$ cat config.mk
export PLATFORM = sky130hd
export DESIGN_NAME = decap_mod3_scheduler
export DESIGN_NICKNAME = d
export VERILOG_FILES = /design/src/rtl/decap_pkg.sv /design/src/rtl/decap_idx_counter.sv /design/src/rtl/decap_mod3_scheduler.sv
export SDC_FILE = /design/constraint.sdc
export NUM_CORES = 1
export LEC_CHECK = 0
export CAP_MARGIN = 20
export CORE_UTILIZATION = 44
export CTS_BUF_LIST = sky130_fd_sc_hd__clkbuf_4 sky130_fd_sc_hd__clkbuf_8
export CTS_CLUSTER_SIZE = 12
export DETAILED_ROUTE_END_ITERATION = 7
export PLACE_DENSITY = 0.81
export SYNTH_ARGS = -nofsm -noshare
export SYNTH_HDL_FRONTEND = slang
export SYNTH_SLANG_ARGS = --single-unit
$ cat constraint.sdc
create_clock -name clk -period 1.78 [get_ports clk]
set_input_delay 0.445 -clock clk [delete_from_list [all_inputs] [get_ports clk]]
set_output_delay 0.445 -clock clk [all_outputs]
set_load 0.03 [all_outputs]
$ cat src/rtl/decap_pkg.sv
// Shared constants and FSM state type for the decapsulation datapath.
package decap_pkg;

    localparam int DECAP_P = 761;
    localparam int DECAP_Q = 4591;
    localparam int COEF_W  = 13;
    localparam int RES_W   = 2;

    typedef enum logic [2:0] {
        S_IDLE,
        S_READ,
        S_LATCH,
        S_KICK,
        S_WAIT,
        S_WRITE,
        S_FIN
    } sched_state_t;

endpackage

$ cat src/rtl/decap_idx_counter.sv
// Coefficient index counter: clear, increment, and last-index flag (idx == P-1).
module decap_idx_counter
    import decap_pkg::*;
#(
    parameter int P  = DECAP_P,
    parameter int AW = 10
) (
    input  logic          clk,
    input  logic          rst,
    input  logic          clr,
    input  logic          inc,
    output logic [AW-1:0] idx,
    output logic          last
);

    assign last = (idx == AW'(P - 1));

    // Index register; saturates at P-1 so it can never wrap.
    always_ff @(posedge clk or posedge rst) begin
        if (rst) begin
            idx <= '0;
        end else if (clr) begin
            idx <= '0;
        end else if (inc && !last) begin
            idx <= idx + AW'(1);
        end
    end

endmodule

$ cat src/rtl/decap_mod3_scheduler.sv
// Walks coefficients 0..P-1: read from input RAM, hand to the mod-3 datapath,
// write the 2-bit result to the output RAM.
// Optional watchdog on the datapath handshake: define DECAP_SCHED_WDT_EN.
module decap_mod3_scheduler
    import decap_pkg::*;
#(
    parameter int P          = DECAP_P,
    parameter int Q          = DECAP_Q,
    parameter int AW         = 10,
    parameter int WDT_CYCLES = 64
) (
    input  logic              clk,
    input  logic              rst,
    input  logic              start,
    output logic              busy,
    output logic              done,
    output logic              range_err,
    output logic              timeout,
    output logic              rd_en,
    output logic [AW-1:0]     rd_addr,
    input  logic [COEF_W-1:0] rd_data,
    output logic [COEF_W-1:0] coef_in,
    output logic              coef_start,
    input  logic              coef_done,
    input  logic [RES_W-1:0]  coef_res,
    output logic              wr_en,
    output logic [AW-1:0]     wr_addr,
    output logic [RES_W-1:0]  wr_data
);

    localparam logic [COEF_W-1:0] Q_C = COEF_W'(Q);

    sched_state_t         state;
    sched_state_t         state_nxt;
    logic [AW-1:0]        idx;
    logic                 idx_last;
    logic                 idx_clr;
    logic                 idx_inc;
    logic [RES_W-1:0]     res;
    logic                 accept;
    logic                 wdt_expired;

    decap_idx_counter #(
        .P  (P),
        .AW (AW)
    ) u_idx (
        .clk  (clk),
        .rst  (rst),
        .clr  (idx_clr),
        .inc  (idx_inc),
        .idx  (idx),
        .last (idx_last)
    );

    assign accept  = (state == S_IDLE) && start;
    assign rd_addr = idx;
    assign wr_addr = idx;
    assign wr_data = res;

`ifdef DECAP_SCHED_WDT_EN
    localparam int WCW = $clog2(WDT_CYCLES + 1);

    logic [WCW-1:0] wcnt;
    logic           timeout_r;

    assign wdt_expired = (state == S_WAIT) && !coef_done
                         && (wcnt == WCW'(WDT_CYCLES - 1));
    assign timeout     = timeout_r;

    // Counts WAIT cycles per coefficient; the sticky flag records any expiry in the pass.
    always_ff @(posedge clk or posedge rst) begin
        if (rst) begin
            wcnt      <= '0;
            timeout_r <= 1'b0;
        end else begin
            if (state == S_KICK) begin
                wcnt <= '0;
            end else if (state == S_WAIT) begin
                wcnt <= wcnt + WCW'(1);
            end
            if (accept) begin
                timeout_r <= 1'b0;
            end else if (wdt_expired) begin
                timeout_r <= 1'b1;
            end
        end
    end
`else
    assign wdt_expired = 1'b0;
    assign timeout     = 1'b0;
`endif

    // State register.
    always_ff @(posedge clk or posedge rst) begin
        if (rst) begin
            state <= S_IDLE;
        end else begin
            state <= state_nxt;
        end
    end

    // Next-state logic and strobes decoded from the current state.
    always_comb begin
        state_nxt  = state;
        busy       = (state != S_IDLE);
        done       = 1'b0;
        rd_en      = 1'b0;
        coef_start = 1'b0;
        wr_en      = 1'b0;
        idx_clr    = 1'b0;
        idx_inc    = 1'b0;
        case (state)
            S_IDLE: begin
                if (start) begin
                    idx_clr   = 1'b1;
                    state_nxt = S_READ;
                end
            end
            S_READ: begin
                rd_en     = 1'b1;
                state_nxt = S_LATCH;
            end
            S_LATCH: state_nxt = S_KICK;
            S_KICK: begin
                coef_start = 1'b1;
                state_nxt  = S_WAIT;
            end
            S_WAIT: begin
                if (coef_done || wdt_expired) begin
                    state_nxt = S_WRITE;
                end
            end
            S_WRITE: begin
                wr_en = 1'b1;
                if (idx_last) begin
                    state_nxt = S_FIN;
                end else begin
                    idx_inc   = 1'b1;
                    state_nxt = S_READ;
                end
            end
            S_FIN: begin
                done      = 1'b1;
                state_nxt = S_IDLE;
            end
            default: state_nxt = S_IDLE;
        endcase
    end

    // Coefficient/result capture and the sticky range flag.
    always_ff @(posedge clk or posedge rst) begin
        if (rst) begin
            coef_in   <= '0;
            res       <= '0;
            range_err <= 1'b0;
        end else begin
            if (accept) begin
                range_err <= 1'b0;
            end
            if (state == S_LATCH) begin
                coef_in <= rd_data;
                if (rd_data >= Q_C) begin
                    range_err <= 1'b1;
                end
            end
            if (state == S_WAIT) begin
                if (coef_done) begin
                    res <= coef_res;
                end else if (wdt_expired) begin
                    res <= '0;
                end
            end
        end
    end

endmodule

==> flow_summary.json, run 1 <==
{
  "die_h_um": 60.8,
  "hold_viol": 0,
  "multi_input_comb_area_um2": 647,
  "num_vias": 1231,
  "powerDensity_nw_per_um2": 1610,
  "maxCapViolations": 0,
  "tns_ps": 0,
  "row_count": 20,
  "crit_path_start_kind": "register",
  "drc": 0,
  "grt_overflow": 0,
  "dieArea_um2": 3700,
  "drt_pass1_iterations": 4,
  "place_congestion": 0.784,
  "pwr-share-clk_pct": 16.4,
  "drt-wirelength-per-cell_um": 13.8,
  "n_antenna_cell": 0,
  "finClkSkew_ps": 15.1,
  "drive_above_1_share_pct": 21.4,
  "final_cell_count_no_fill": 236,
  "dp_cells": 227,
  "track_usage_pct": 19.9,
  "antenna_found_initial": 0,
  "grt_pass1_vias": 1207,
  "crit_start": "state[1]",
  "ir_worst_vdd_uv": 1130,
  "cts_tree": "done",
  "pin_count": 61,
  "final.min_clock_period_ps": 1710,
  "status": "complete, no violations",
  "clk_pin_slew_ps": 100,
  "swShare_pct": 41.5,
  "combinationalPowerShare_pct": 53.6,
  "ys_warn_count": 0,
  "ys_ff_latch": 29,
  "area_growth_pct": 42.4,
  "nets": 212,
  "syn_avg_cell_area_um2": 11.5,
  "netlist_area_um2": 1520,
  "async_flop_share_pct": 100,
  "grt_pass1_wl_um": 5310,
  "hold_buffers": 0,
  "worstSetupPathType": "register to output pin",
  "clock_latency_ps": 330,
  "p_total_mw": 3.49,
  "cts_buffers": 5,
  "port_buffers": 59,
  "fmax_mhz": 583,
  "final_cell_mix": "dlygate4sd2_1 (36), dfrtp_1 (29), clkdlybuf4s50_1 (18)",
  "dp_hpwl_um": 2440,
  "fillCellCount": 276,
  "setup_violations": 0,
  "timing.rr.start": "state[1]",
  "h-tree-depth": 2,
  "cp.arrival_ps": 1270,
  "synthCells": 132,
  "power_frac_seq_pct": 30.0,
  "cellLeakagePower_nw": 1.07,
  "cp-end-kind": "output pin",
  "synth_seq_area_share_pct": 47.7,
  "grt_max_degree": 30,
  "synth-main-ff-cell": "dfrtp_1",
  "totalWireLength_um": 3270,
  "synth_edf_count": 0,
  "die_w_um": 60.8,
  "p_sw_mw": 1.45,
  "rsz0062_at_grt": "no",
  "required_ps": 1330,
  "hold_path.class": "input pin to async pin",
  "final_max_slew_viol_count": 0,
  "seqCellArea_um2": 726,
  "coreArea_um2": 3180,
  "start_util_pct": 47.9,
  "synthDistinctLibCells": 35,
  "syn_nets": 153,
  "cp_max_fo": 7,
  "drt_iter0_drc": 43,
  "clock_sinks": 29,
  "final_common_cell": "dlygate4sd2_1",
  "antenna_left": 0,
  "p_int_mw": 2.04,
  "post-route-period-util_pct": 96.3,
  "cts-root-buf": "clkbuf_4",
  "cts_buffer_depth": 2,
  "viasPerCell": 5.22
}
## Yosys cell counts, types with 4 or more instances
master   instances  area share (%)
mux2i_1          8             5.3
nand4_1          5             2.1
nand2_1         11             2.7
or2b_1           4             2.0
dfrtp_1         29              48
nor4_1           4             1.6
inv_1            8             2.0
mux2_2           9             6.7
mux2_1           6             4.4
buf_4           13             6.4
## path summary, 6_finish.rpt
kind	end	slack, ps	depth (start not counted)
min in group clk	coef_in[4]	490	1
setup / recovery	wr_en	70	4
hold / removal	u_idx.idx[9]	470	3
max in group asynchronous	u_idx.idx[8]	1020	3
hold reg to reg	coef_in[4]	490	1
setup reg to reg	u_idx.idx[5]	190	5
## state kept, by name, summed over array words and instances (netlist names)
signal	count
coef_in	13
range_err	1
state	3
u_idx.idx	10
wr_data	2
## critical path: stages, from the launching register on
cell      delay (ps)
dfrtp_1          400
buf_6            140
nand3b_4         170
inv_4             80
buf_4            150
## per-layer routing
layer,vias up,share of wire (%),GRT usage [%]
met5,-,0,0
met2,55,49,33.4
met4,0,0.83,6.82
met1,590,42,22.4
met3,4,8.6,8.96
li1,582,-,-
## power by group through the flow
| stage | clock network [mW] | registers, mW | logic, mW |
|---|---|---|---|
| 3_5_place_dp | 0 | 1.06 | 2.00 |
| 5_1_grt | 0.613 | 1.08 | 2.01 |
| 2_1_floorplan | 0 | 1.48 | 0.889 |
| 6_report | 0.572 | 1.05 | 1.87 |
| 3_3_place_gp | 0 | 1.05 | 1.96 |
| 4_1_cts | 0.585 | 1.04 | 1.85 |
## final cells by class
cell class	instances	area share [%]
Sequential cell	29	33.5
Multi-Input combinational cell	78	29.8
Timing Repair Buffer	68	28.4
Clock buffer	7	2.71
Tap cell	44	2.54
Inverter	9	1.67
Clock inverter	1	1.38
## what timing repair did
| action | CTS | global route |
|---|---|---|
| resized for setup | 41 | 10 |
| gates cloned | 0 | 0 |
| endpoints found under the setup margin | 38 | 4 |
| pin swaps | 0 | 1 |
| buffers inserted | 1 | 0 |
## kinds of logic (layout without fill, tap and decap cells)
| group | after synthesis | in the layout | share of synthesized area, % |
|---|---|---|---|
| AOI/OAI and AO/OA | 14 | 14 | 7.81 |
| muxes | 23 | 23 | 16.4 |
| other | 1 | 1 | 0.246 |
| and+or+nand+nor | 38 | 38 | 15.9 |
| adders and majority gates | 2 | 2 | 1.64 |
| DFF | 29 | 29 | 47.7 |
| buffers and inverters | 25 | 85 | 10.4 |
## metrics by stage
stage,hold WS (ps),setup slack (ps),instance area [µm²],util (%)
5_1_grt,493,4.20,2170,68.2
3_5_place_dp,478,-101,2090,65.9
4_1_cts,477,-143,2150,67.6
3_3_place_gp,467,-77.1,2090,65.9
2_1_floorplan,523,71.3,1520,-
6_report,473,65.5,2170,68.2
Power figures use the tool's default switching activity.
==> run 2, diff against run 1 <==
--- a/config.mk
+++ b/config.mk
@@ -11,6 +11,7 @@
 export CTS_CLUSTER_SIZE = 12
 export DETAILED_ROUTE_END_ITERATION = 7
 export PLACE_DENSITY = 0.81
+export SKIP_CTS_REPAIR_TIMING = 1
 export SYNTH_ARGS = -nofsm -noshare
 export SYNTH_HDL_FRONTEND = slang
 export SYNTH_SLANG_ARGS = --single-unit
==> run 2 against run 1 <==
The run now ends with negative setup slack left. Hold slack lost 3.5 ps. Worst setup slack lost 86 ps. Critical path depth shrank 2. Clock power is essentially flat. Power grew 2.8%. Die area is the same. Flip-flop and latch count is the same. Critical endpoint is now busy. Largest power group unchanged. Highest routed layer unchanged.
==> flow_summary.json, run 2 (synthesized netlist as in run 1, its figures left out) <==
{
  "status": "finished with violations",
  "violations": "negative setup slack",
  "grt_overflow": 0,
  "start_util_pct": 47.9,
  "cts_buffer_depth": 2,
  "h-tree-depth": 2,
  "worstSetupPathType": "register to output pin",
  "antenna_left": 0,
  "cellLeakagePower_nw": 1.47,
  "met1_length_um": 1380,
  "drt_iter0_drc": 38,
  "ir_worst_vdd_uv": 1220,
  "clk_pin_slew_ps": 100,
  "top_regs": "coef_in (13), u_idx.idx (10), state (3)",
  "crit_path_start_kind": "register",
  "grt_max_degree": 30,
  "fmax_mhz": 556,
  "final.min_clock_period_ps": 1800,
  "powerDensity_nw_per_um2": 1560,
  "utilization_pct": 72.4,
  "highest_layer": "met4",
  "final_max_slew_viol_count": 0,
  "viasPerCell": 5.18,
  "dieArea_um2": 3700,
  "crit_path_end": "busy",
  "hold_path.class": "input pin to async pin",
  "grt_pass1_wl_um": 5320,
  "post-route-period-util_pct": 101,
  "totalWireLength_um": 3350,
  "maxCapViolations": 0,
  "rsz0062_at_grt": "yes",
  "cp.arrival_ps": 1360,
  "p_sw_mw": 1.45,
  "cp_max_fo": 2,
  "die_w_um": 60.8,
  "final_cell_mix": "dlymetal6s2s_1 (36), dfrtp_1 (29), clkdlybuf4s50_1 (18)",
  "setup_violations": 1,
  "port_buffers": 59,
  "dr_wl_met3_um": 292,
  "clock_sinks": 29,
  "cp_slowest_cell": "or3_2",
  "die_h_um": 60.8,
  "fin_ws_ps": -20.2,
  "required_ps": 1330,
  "timing.rr.start": "state[1]",
  "dp_hpwl_um": 2440,
  "drive_above_1_share_pct": 21.8,
  "area_growth_pct": 51.1,
  "cts_buffers": 5,
  "drc": 0,
  "pin_count": 61,
  "track_usage_pct": 19.9,
  "crit_start": "state[1]",
  "cpPeakStageDelay_ps": 460,
  "nets": 213,
  "cp-end-kind": "output pin",
  "largest-register": "coef_in",
  "rrSetupSlack_ps": 160,
  "clock_latency_ps": 330,
  "place_ws_ps": -101,
  "r2r-end": "u_idx.idx[5]",
  "row_count": 20,
  "hold_viol": 0,
  "antenna_found_initial": 0,
  "drt_pass1_iterations": 4,
  "cts-root-buf": "clkbuf_4",
  "rr_worst_depth": 5,
  "combinationalPowerShare_pct": 55.0,
  "swShare_pct": 40.4,
  "grt_pass1_vias": 1203,
  "wl_met2_um": 1650,
  "largest_reg_flops": 13,
  "power_frac_seq_pct": 29.1,
  "num_vias": 1228,
  "drt-wirelength-per-cell_um": 14.1,
  "coreArea_um2": 3180,
  "pwr-share-clk_pct": 15.9,
  "cts_tree": "done",
  "final_common_cell": "dlymetal6s2s_1",
  "place_congestion": 0.784,
  "crit_chain": "or3_2 -> buf_2",
  "p_int_mw": 2.14,
  "n_antenna_cell": 0,
  "finClkSkew_ps": 17.0
}
[run 2: cell types whose count changed in the layout (fill, tap and decap cells not counted)]
cell            before  now
buf_2                0    1
or3_2                0    1
dlymetal6s2s_1       0   36
dlygate4sd2_1       36    0
buf_4               10   11
or3_4                1    0
buf_6                4    3
[run 2: worst min path at each step]
| stage | start | endpoint | slack (ps) | cells after the start |
|---|---|---|---|---|
| after CTS | rst | u_idx.idx[9] | 480 | 3 |
| after floorplan | rst | coef_in[0] | 520 | 1 |
| final | rst | u_idx.idx[9] | 470 | 3 |
| after global placement | coef_in[5] | coef_in[5] | 470 | 1 |
| after detailed placement | coef_in[4] | coef_in[4] | 480 | 1 |
| after global routing | rst | u_idx.idx[9] | 490 | 3 |
[run 2: layer usage]
metal | GRT usage (%) | vias up
met1 | 22.6 | 585
li1 | - | 584
met3 | 8.96 | 4
met4 | 6.82 | 0
met2 | 33.4 | 55
met5 | 0 | -
[run 2: through the flow]
stage | cell area, µm² | hold WS [ps] | power (mW) | TNS, ps | std cells
2_1_floorplan | 1520 | 523 | 2.36 | 0 | 132
3_3_place_gp | 2090 | 467 | 3.01 | -410 | 227
3_5_place_dp | 2090 | 478 | 3.06 | -621 | 227
4_1_cts | 2180 | 477 | 3.64 | -4280 | 235
5_1_grt | 2300 | 493 | 3.80 | -62.5 | 237
6_report | 2300 | 469 | 3.59 | -20.2 | 237
[run 2: worst max-delay path, delay by kind of cell (launching register included)]
kind	cells	cell delay (ps)
and+or+nand+nor	1	460
buffers and inverters	1	190
DFF	1	390
[run 2: layout make-up]
class / count / area, µm²
fillers: 232 / 877
repair buffers: 69 / 752
flip-flops and latches: 29 / 726
multi-input cells: 78 / 643
clock buffers: 7 / 58.8
well taps: 44 / 55.1
inverters: 9 / 36.3
clock inverters: 1 / 30.0
[run 2: power by group through the flow]
stage / Combinational [mW] / Sequential [mW] / Clock (mW)
final: 1.97 / 1.05 / 0.571
after global placement: 1.96 / 1.05 / 0
after floorplan: 0.889 / 1.48 / 0
after CTS: 2.00 / 1.05 / 0.585
after global routing: 2.10 / 1.08 / 0.612
after detailed placement: 2.00 / 1.06 / 0
==> run 3, diff against run 2 <==
--- a/config.mk
+++ b/config.mk
@@ -6,6 +6,7 @@
 export NUM_CORES = 1
 export LEC_CHECK = 0
 export CAP_MARGIN = 20
+export CORE_ASPECT_RATIO = 1.75
 export CORE_UTILIZATION = 44
 export CTS_BUF_LIST = sky130_fd_sc_hd__clkbuf_4 sky130_fd_sc_hd__clkbuf_8
 export CTS_CLUSTER_SIZE = 12
==> run 3 against run 2 <==
The flow now finishes without violations. Combinational power barely moved. Power rose by 0.26%. Sequential share of layout area barely moved. Largest power group unchanged. Flip-flop and latch count did not move. Register-to-register slack improved by 20 ps. Maximum frequency rose by 3.0%. Critical path type unchanged. Worst setup slack improved by 53 ps. Routed wire length rose by 8.1%. Via count rose by 2.8%. Non-clock buffer count rose by 3. Largest cell class unchanged.
==> flow_summary.json, run 3 (synthesized netlist as in run 1, its figures left out) <==
{
  "top_regs": "coef_in (13), u_idx.idx (10), state (3)",
  "dieArea_um2": 3710,
  "cp.arrival_ps": 1300,
  "antenna_found_initial": 0,
  "rsz0062_at_grt": "no",
  "h-tree-depth": 2,
  "die_w_um": 46.5,
  "grt_pass1_vias": 1328,
  "antenna_left": 0,
  "required_ps": 1330,
  "n_antenna_cell": 0,
  "crit_chain": "or3_2 -> buf_2",
  "worstSetupPathType": "register to output pin",
  "cts_buffers": 5,
  "dp_hpwl_um": 2650,
  "pin_count": 61,
  "drt_iter0_drc": 17,
  "area_growth_pct": 51.0,
  "hold_viol": 0,
  "largest_reg_flops": 13,
  "cp_slowest_cell": "or3_2",
  "coreArea_um2": 3210,
  "die_h_um": 79.8,
  "maxCapViolations": 0,
  "cts_buffer_depth": 2,
  "cellLeakagePower_nw": 1.45,
  "p_sw_mw": 1.49,
  "clk_pin_slew_ps": 60,
  "combinationalPowerShare_pct": 55.4,
  "cpPeakStageDelay_ps": 460,
  "grt_pass1_wl_um": 5900,
  "cp.depth": 2,
  "status": "complete, no violations",
  "pwr-share-clk_pct": 15.3,
  "fmax_mhz": 572,
  "utilization_pct": 71.7,
  "p_total_mw": 3.60,
  "swShare_pct": 41.3,
  "clock_sinks": 29,
  "dpl_cell_area_um2": 2110,
  "cp_max_fo": 2,
  "powerDensity_nw_per_um2": 1570,
  "dp_cells": 228,
  "power_frac_seq_pct": 29.4,
  "start_util_pct": 47.4,
  "finalInstanceArea_um2": 2300,
  "totalWireLength_um": 3620,
  "nets": 216,
  "final_max_slew_viol_count": 0,
  "p_int_mw": 2.11,
  "cts_tree": "done",
  "finClkSkew_ps": 2.95,
  "cp-end-kind": "output pin",
  "final.min_clock_period_ps": 1750,
  "num_vias": 1262,
  "setup_violations": 0,
  "largest-register": "coef_in",
  "track_usage_pct": 22.2,
  "min_path_cells": 1,
  "grt_max_degree": 30,
  "drc": 0,
  "final_common_cell": "dlymetal6s2s_1",
  "hold_path.class": "register to register",
  "cp_top_family": "simple AND/OR/NAND/NOR gates",
  "crit_path_start_kind": "register",
  "grt_overflow": 0,
  "cts-root-buf": "clkbuf_8",
  "row_count": 27,
  "clock_latency_ps": 280,
  "drt-wirelength-per-cell_um": 15.2,
  "drive_above_1_share_pct": 22.1,
  "path_buf_inv": 1,
  "final_cell_mix": "dlymetal6s2s_1 (33), dfrtp_1 (29), clkdlybuf4s50_1 (21)",
  "ir_worst_vdd_uv": 1080,
  "port_buffers": 59,
  "final_cell_count_no_fill": 238,
  "post-route-period-util_pct": 98.2,
  "drt_pass1_iterations": 4,
  "viasPerCell": 5.30,
  "place_congestion": 0.817,
  "rr_worst_depth": 6,
  "hold_ws_ps": 488
}
## run 3: cell count changes in the layout (fill, tap and decap cells not counted)
cell,change
clkbuf_8,+5
buf_6,-3
clkbuf_4,-5
clkdlybuf4s50_1,+3
bufinv_16,-1
nor3b_2,-1
dlymetal6s2s_1,-3
nor3b_1,+1
buf_4,+6
## run 3: worst paths after layout
| kind | start | endpoint | slack (ps) |
|---|---|---|---|
| min in group asynchronous | rst | coef_in[9] | 540 |
| min | coef_in[2] | coef_in[2] | 490 |
| min reg2reg | coef_in[2] | coef_in[2] | 490 |
| max in group asynchronous | rst | u_idx.idx[2] | 970 |
| max | state[1] | busy | 30 |
| max reg2reg | u_idx.idx[0] | u_idx.idx[1] | 180 |
## run 3: cell type report
type                    instances  area (µm²)
fillers                       234         910
repair buffers                 72         756
flip-flops and latches         29         726
multi-input cells              78         638
clock buffers                   7        90.1
well taps                      43        53.8
inverters                       9        36.3
## run 3: power by group through the flow
stage	combinational, mW	sequential (mW)	clock [mW]
6_report	1.99	1.06	0.550
4_1_cts	2.03	1.06	0.556
3_3_place_gp	1.97	1.05	0
3_5_place_dp	2.02	1.07	0
2_1_floorplan	0.889	1.48	0
5_1_grt	2.11	1.08	0.594
## run 3: routing by layer
layer | up-vias | track usage [%] | share of wire [%]
met5 | - | 0 | 0
met4 | 0 | 8.53 | 1.6
met3 | 8 | 8.60 | 6.7
met2 | 62 | 38.6 | 57
met1 | 607 | 22.4 | 35
li1 | 585 | - | -
## run 3: per-stage QoR
step	TNS [ps]	setup slack, ps
after floorplan	0	71.3
after global placement	-391	-83.7
after detailed placement	-613	-96.5
after CTS	-1830	-392
after global routing	0	3.69
final	0	32.6
